==> src/rtl/stage2_exec.sv <==
// QLife execute stage: resolves the read/write operand, drives the RAM read
// address, computes the ALU result and keeps a registered zero flag.
module stage2_exec #(
    parameter int DATA_W = 32,
    parameter int ADDR_W = 16
) (
    input  logic              clk,
    input  logic              reset,
    input  logic [2:0]        mblock_s2,
    input  logic [7:0]        vr_source,
    input  logic [DATA_W-1:0] vr_value,
    input  logic [7:0]        vrw_source,
    input  logic [3:0]        alu_op,
    input  logic [ADDR_W-1:0] pc,
    input  logic [DATA_W-1:0] ram_value,
    input  logic              flag_update,
    output logic [DATA_W-1:0] vrw_value,
    output logic [DATA_W-1:0] vw_value,
    output logic [ADDR_W-1:0] ram_address,
    output logic              alu_is_zero,
    output logic              zero_flag
);

    localparam int SH_W = $clog2(DATA_W);

    typedef enum logic [3:0] {
        OP_ADD    = 4'd0,
        OP_SUB    = 4'd1,
        OP_SHL    = 4'd2,
        OP_SHR    = 4'd3,
        OP_AND    = 4'd4,
        OP_OR     = 4'd5,
        OP_XOR    = 4'd6,
        OP_PASS_A = 4'd7,
        OP_PASS_B = 4'd8,
        OP_NOT    = 4'd9
    } alu_op_e;

    logic [SH_W-1:0]   w_shamt;
    logic [15:0]       w_abs_addr;
    logic              r_zero_flag;

    assign w_shamt    = vr_value[SH_W-1:0];
    assign w_abs_addr = {vr_source, vrw_source};

    // Operand resolution: modes 0-3 read RAM, modes 4-7 are immediates.
    always_comb begin
        ram_address = ADDR_W'(vrw_source);
        vrw_value   = '0;
        case (mblock_s2)
            3'd0: vrw_value = ram_value;
            3'd1: begin
                ram_address = vr_value[ADDR_W-1:0];
                vrw_value   = ram_value;
            end
            3'd2: begin
                ram_address = ADDR_W'(w_abs_addr);
                vrw_value   = ram_value;
            end
            3'd3: ram_address = '0;
            3'd4: vrw_value = DATA_W'(vrw_source);
            3'd6: vrw_value = DATA_W'(w_abs_addr);
            3'd7: vrw_value = DATA_W'(pc);
            default: vrw_value = '0;
        endcase
    end

    always_comb begin
        vw_value = '0;
        case (alu_op_e'(alu_op))
            OP_ADD:    vw_value = vrw_value + vr_value;
            OP_SUB:    vw_value = vrw_value - vr_value;
            OP_SHL:    vw_value = vrw_value << w_shamt;
            OP_SHR:    vw_value = vrw_value >> w_shamt;
            OP_AND:    vw_value = vrw_value & vr_value;
            OP_OR:     vw_value = vrw_value | vr_value;
            OP_XOR:    vw_value = vrw_value ^ vr_value;
            OP_PASS_A: vw_value = vrw_value;
            OP_PASS_B: vw_value = vr_value;
            OP_NOT:    vw_value = ~vrw_value;
            default:   vw_value = '0;
        endcase
    end

    assign alu_is_zero = (vw_value == '0);

    // Zero flag is sampled only when the instruction asks for a flag update.
    always_ff @(posedge clk or posedge reset) begin
        if (reset) begin
            r_zero_flag <= 1'b0;
        end else if (flag_update) begin
            r_zero_flag <= alu_is_zero;
        end
    end

    assign zero_flag = r_zero_flag;

endmodule

==> config.mk <==
export PLATFORM = sky130hd
export DESIGN_NAME = stage2_exec
export DESIGN_NICKNAME = d
export VERILOG_FILES = /design/src/rtl/stage2_exec.sv
export SDC_FILE = /design/constraint.sdc
export NUM_CORES = 1
export LEC_CHECK = 0
export ABC_AREA = 1
export BUFFER_PORTS_ARGS = -buffer_cell sky130_fd_sc_hd__buf_4
export CAP_MARGIN = 0
export CORE_AREA = 2 2 130 132
export CTS_BUF_LIST = sky130_fd_sc_hd__clkbuf_16
export CTS_CLUSTER_DIAMETER = 200
export CTS_CLUSTER_SIZE = 14
export DETAILED_ROUTE_END_ITERATION = 16
export DIE_AREA = 0 0 132 134
export GPL_TIMING_DRIVEN = 0
export PLACE_DENSITY = 0.84
export SETUP_SLACK_MARGIN = 0.15
export SKIP_CTS_REPAIR_TIMING = 1
export SYNTH_ARGS = -nofsm -noshare
export SYNTH_HDL_FRONTEND = slang
export SYNTH_SLANG_ARGS = --single-unit
export TNS_END_PERCENT = 20
==> constraint.sdc <==
create_clock -name clk -period 6.74 [get_ports clk]
set_input_delay 1.011 -clock clk [delete_from_list [all_inputs] [get_ports clk]]
set_output_delay 1.011 -clock clk [all_outputs]
set_load 0.005 [all_outputs]
# ---- After elaboration in Yosys (flattened, before gate mapping)
# Cells that the tools add are included.
dict set report word_totals {
  reg_bits 1
  inputBits 106
  out_inout_bits 82
  wordCells 31
}
dict set report op_classes {
  add_sub_neg 2
  eq_ne 15
  shift 2
  mux 3
  bitwise_logic 4
  reduce_logical 4
}
# operator n
set op_table {}
lappend op_table {{32-bit one-hot mux with 10 select lines} 1}
lappend op_table {{32-bit one-hot mux with 4 select lines} 1}
lappend op_table {{16-bit one-hot mux with 3 select lines} 1}
lappend op_table {{32-bit adder} 1}
lappend op_table {{32-bit AND} 1}
lappend op_table {{32-bit logical NOT} 1}
lappend op_table {{32-bit inverter} 1}
lappend op_table {{32-bit OR} 1}
lappend op_table {{32-bit by 5-bit << shifter with 32-bit output} 1}
lappend op_table {{32-bit by 5-bit right shift with 32-bit output} 1}
lappend op_table {{32-bit subtractor} 1}
lappend op_table {{32-bit XOR} 1}
lappend op_table {{4-bit by 3-bit == test with 1-bit output, second input constant} 4}
lappend op_table {{3-bit == test, second input constant} 3}
lappend op_table {{4-bit by 2-bit == test with 1-bit output, second input constant} 2}
lappend op_table {{4-bit == test, second input constant} 2}
lappend op_table {{3-bit by 2-bit == test with 1-bit output, second input constant} 2}
lappend op_table {{4-bit by 1-bit == test with 1-bit output, second input constant} 1}
lappend op_table {{4-bit logical NOT} 1}
lappend op_table {{3-bit by 1-bit == test with 1-bit output, second input constant} 1}
lappend op_table {{3-bit logical NOT} 1}
lappend op_table {{3-bit OR reduction} 1}

# ---- Depth between registers and ports, before layout
dict set report logic_depth {
  word_depth 6
  depth_mapped 28
  depth_no_buf 26
}

# ---- Worst setup path after synthesis
# Ideal clock, no wire load.
dict set report synth_path {
  path_type {input to output}
  start {in vr_value[1]}
  end {out alu_is_zero}
  arrival_ns 4.406
  required_time_ns 5.729
  path_slack_ns 1.323
  cell_stages 24
  path_cell_list {buf_2 -> inv_2 -> clkbuf_1 -> ha_1 -> nand2_1 -> nor3_1 -> nand2_1 -> o31ai_1 -> xor2_1 -> inv_1 -> ha_1 -> a21oi_1 -> o21a_1 -> inv_1 -> a21oi_1 -> o21a_1 -> nand2_1 -> or2_0 -> nand3_1 -> nand2_1 -> nor2_1 -> nand2_1 -> nor2_1 -> and3_1}
}
dict set report synth_between {
  elab_chain_cells 3
}
# element line_no
set synth_lines {}
lappend synth_lines {{start, declared} 11} ;# input logic [DATA_W-1:0] vr_value,
lappend synth_lines {{32-bit subtractor, or another cell as far along} 72} ;# OP_SUB: vw_value = vrw_value - vr_value;
lappend synth_lines {{32-bit one-hot mux with 10 select lines *} 70} ;# case (alu_op_e'(alu_op))
lappend synth_lines {{via vw_value[21]} 18} ;# output logic [DATA_W-1:0] vw_value,
lappend synth_lines {{32-bit logical NOT *} 85} ;# assign alu_is_zero = (vw_value == '0);
lappend synth_lines {{end, declared} 20} ;# output logic alu_is_zero,
# The timed path passes the listed nets; every way through them passes the cells marked *.

# ---- Final worst setup path
dict set report layout_path {
  start {in vr_value[4]}
  end {out alu_is_zero}
}
dict set report layout_between {
  elab_chain_cells 3
}
# element line_no
set layout_lines {}
lappend layout_lines {{32-bit subtractor, or another cell as far along} 72}
lappend layout_lines {{32-bit one-hot mux with 10 select lines *} 70}
lappend layout_lines {{32-bit logical NOT *} 85}
# Every way passes the cells marked *; elsewhere a longest branch is shown, timed or not.

==> flow_metrics.py <==
metrics = {
    "run_status": {
        "status": "completed",
    },
    "die": {
        "fp.dieW_um": 132,
        "core_area_mm2": 0.0163,
        "dieArea_mm2": 0.0177,
        "rows": 47,
        "die-height_um": 134,
        "io_pins": 188,
        "initial_core_util_pct": 58.1,
    },
    "sta": {
        "finalSetupViolations": 0,
        "fin_ws_ns": 0.342,
        "rsz0062_at_grt": "no",
        "post-route-min-period_ns": 6.40,
        "tightest_slew_ns": 0.822,
        "whs_ns": 0.478,
        "timing.final.crit_share_pct": 94.9,
        "fmax_ghz": 0.156,
        "slew_violations": 0,
        "hold_violations": 0,
        "slew-limit-headroom_pct": 45.2,
        "finClkSkew_ns": 0,
    },
    "synthesis": {
        "synth_ff_type": "dfrtp_1",
        "avgSynthCellArea_um2": 5.21,
        "synth-seq-area-share_pct": 0.264,
        "syn_area_mm2": 0.00946,
        "synth-xor-area-share_pct": 2.50,
        "synth_compound_area_share_pct": 20.3,
        "synthTopCellsByArea": "nand2_1 (21%), nand3_1 (15%), ha_1 (13%)",
        "synth_top_family_by_area": "simple AND/OR/NAND/NOR gates",
        "synth_edf_count": 0,
        "synthMuxAreaShare_pct": 0.106,
        "synth-adder-area-share_pct": 13.3,
        "synth-seq-cells": 1,
        "yosysWarnings": 0,
        "synth-simple-area-share_pct": 51.3,
        "synth_cells": 1818,
        "synth_top_area_share_pct": 20.7,
        "syn-num-nets": 2024,
        "synth_top_cell_by_area": "nand2_1",
        "async_reset_ff_share_pct": 100,
        "ys_types": 57,
    },
    "hold_path": {
        "holdCritPathClass": "reg2reg",
    },
    "grt": {
        "grt.overflow.total": 0,
        "grt_pass1_wl_um": 72700,
        "grt_use_total_pct": 52.4,
        "grt_pass1_vias": 13500,
        "antenna_found_initial": 0,
        "grt_max_degree": 14,
    },
    "route": {
        "drt-initial-drc-count": 2295,
        "wl_per_cell_um": 21.8,
        "drt-total-wl_um": 48500,
        "dr_total_vias": 14800,
        "first_pass_iters": 6,
        "drtAntennaViolNets": 0,
        "viasPerCell": 6.68,
        "drc": 0,
    },
    "final_layout": {
        "diodes": 0,
        "area.growth.synth_to_final_pct": 18.3,
        "largest_reg_flops": 1,
        "drive_gt1_share_pct": 13.8,
        "final.fill_count": 1690,
        "fin_nets": 2212,
    },
    "placement": {
        "place_congestion": 1.23,
        "dp_hpwl_um": 40300,
        "post-place-ws_ns": -0.276,
        "io_buffer_count": 185,
    },
    "clocking": {
        "clkLatencyLatePin_ns": 0,
        "clk_pin_slew_ns": 0,
    },
    "power_and_ir_drop": {
        "p_per_area_mw_per_mm2": 87.3,
        "p_comb_share_pct": 99.4,
        "vdd_drop_max_mv": 0.0553,
        "p_clk_share_pct": 0,
        "p_sw_w": 0.000645,
        "p_int_w": 0.000332,
        "power.leakage_nw": 6.02,
        "seqPwrFrac_pct": 0.6,
        "switching_share_pct": 66.0,
    },
    "worst_setup_path": {
        "critPathKind": "in2out",
        "worstPathRequired_ns": 5.73,
        "endpoint_kind": "output port",
        "start_kind": "input port",
        "crit_arrival_ns": 5.39,
        "path_max_fanout": 7,
    },
    "job": {
        "cap_violations": 0,
    },
}
-- area by class of cell --
| type | count | area, um2 | share of cell area [%] |
|---|---|---|---|
| inverters | 209 | 793 | 7.08 |
| well taps | 220 | 275 | 2.46 |
| multi-input cells | 1528 | 8320 | 74.3 |
| plain buffers | 79 | 378 | 3.37 |
| flip-flops and latches | 1 | 25.0 | 0.223 |
| repair buffers | 187 | 1400 | 12.5 |
-- stage by stage --
step / total power (W) / utilization, % / area (um2) / setup TNS (ns) / std cells
2_1_floorplan: 0.000573 / - / 9460 / 0 / 1818
3_3_place_gp: 0.000900 / 68.3 / 11100 / -0.189 / 2223
3_5_place_dp: 0.000916 / 68.3 / 11100 / -0.276 / 2223
4_1_cts: 0.000920 / 68.3 / 11100 / -0.284 / 2223
5_1_grt: 0.00104 / 68.7 / 11200 / 0 / 2224
6_report: 0.000977 / 68.7 / 11200 / 0 / 2224
-- power by group through the flow --
stage	combinational [W]	clock, W	sequential, W
after global placement	0.000894	0	0.00000612
after detailed placement	0.000910	0	0.00000612
after CTS	0.000914	0	0.00000612
after floorplan	0.000567	0	0.00000612
final	0.000971	0	0.00000612
after global routing	0.00104	0	0.00000612
-- cell families after synthesis --
family	after synthesis
AOI/OAI and AO/OA	310
xor gates and xnor gates	27
adders and majority gates	100
buffers and inverters	289
DFF	1
muxes	1
and+or+nand+nor	1090
-- layer usage --
metal	GRT usage, %	part of all wire, %
met1	62.2	34
met2	82.3	41
met3	13.5	15
met4	37.8	9.5
met5	0	0
-- worst paths after layout --
check / start / to / slack [ns] / cells past startpoint
worst max-delay path: vr_value[4] / alu_is_zero / 0.34 / 27
worst min-delay path: zero_flag / zero_flag / 0.48 / 2
worst max register to register: zero_flag / zero_flag / 6.15 / 2
worst min register to register: zero_flag / zero_flag / 0.48 / 2
max in group asynchronous: reset / zero_flag / 5.79 / 2
min in group asynchronous: reset / zero_flag / 0.86 / 2
-- synth_stat cells, types with 9 or more instances --
master / instances
o2111ai_1: 10
o21ai_0: 90
o21a_1: 9
a211oi_1: 18
o221ai_1: 9
nor2_1: 145
nand3b_1: 11
nand2_1: 522
o211ai_1: 18
buf_2: 12
ha_1: 99
a31oi_1: 11
a21oi_1: 80
a221oi_1: 9
o22ai_1: 28
nand3_1: 285
nand2_2: 22
xor2_1: 26
clkbuf_1: 42
nor3_1: 16
inv_1: 196
nand4_1: 55
buf_1: 17
-- worst max-delay path, cell delays in order --
cell and delay (ns):
buf_4 0.11, clkbuf_1 0.27, nor2_2 0.26, nand3_2 0.19
nor2_2 0.17, nand3_1 0.18, o21ai_2 0.36, inv_1 0.10
a21oi_1 0.20, a21boi_1 0.30, o21ai_0 0.16, xor2_1 0.17
ha_1 0.34, inv_1 0.11, nor3_1 0.28, nand2_1 0.10
o311ai_0 0.09, a31oi_1 0.09, nand2_1 0.09, nand2_1 0.05
nand3_1 0.08, nand2_1 0.09, nor2_1 0.13, nand2_1 0.07
nor2_2 0.11, and3_1 0.14, buf_4 0.11
-- cells in the final DEF, fill, tap and decap left out, drive strengths merged --
cell type	instances
nand2	545
nand3	292
buf	225
inv	203
nor2	159
ha	99
o21ai	99
a21oi	81
nand4	55
clkbuf	41
o22ai	28
xor2	26
o211ai	19
a211oi	18
nor3	16
a31oi	11
nand3b	11
o2111ai	10
o221ai	9
o21a	9
a221oi	9
nor4	6
clkinv	6
and3	4
o31ai	4
a21boi	3
o21bai	3
a21o	2
o311ai	2
xnor2	1
mux2i	1
and2	1
a22oi	1
a2111oi	1
or2	1
a22o	1
fa	1
dfrtp	1
No activity file was read; power rests on OpenSTA's default activity.
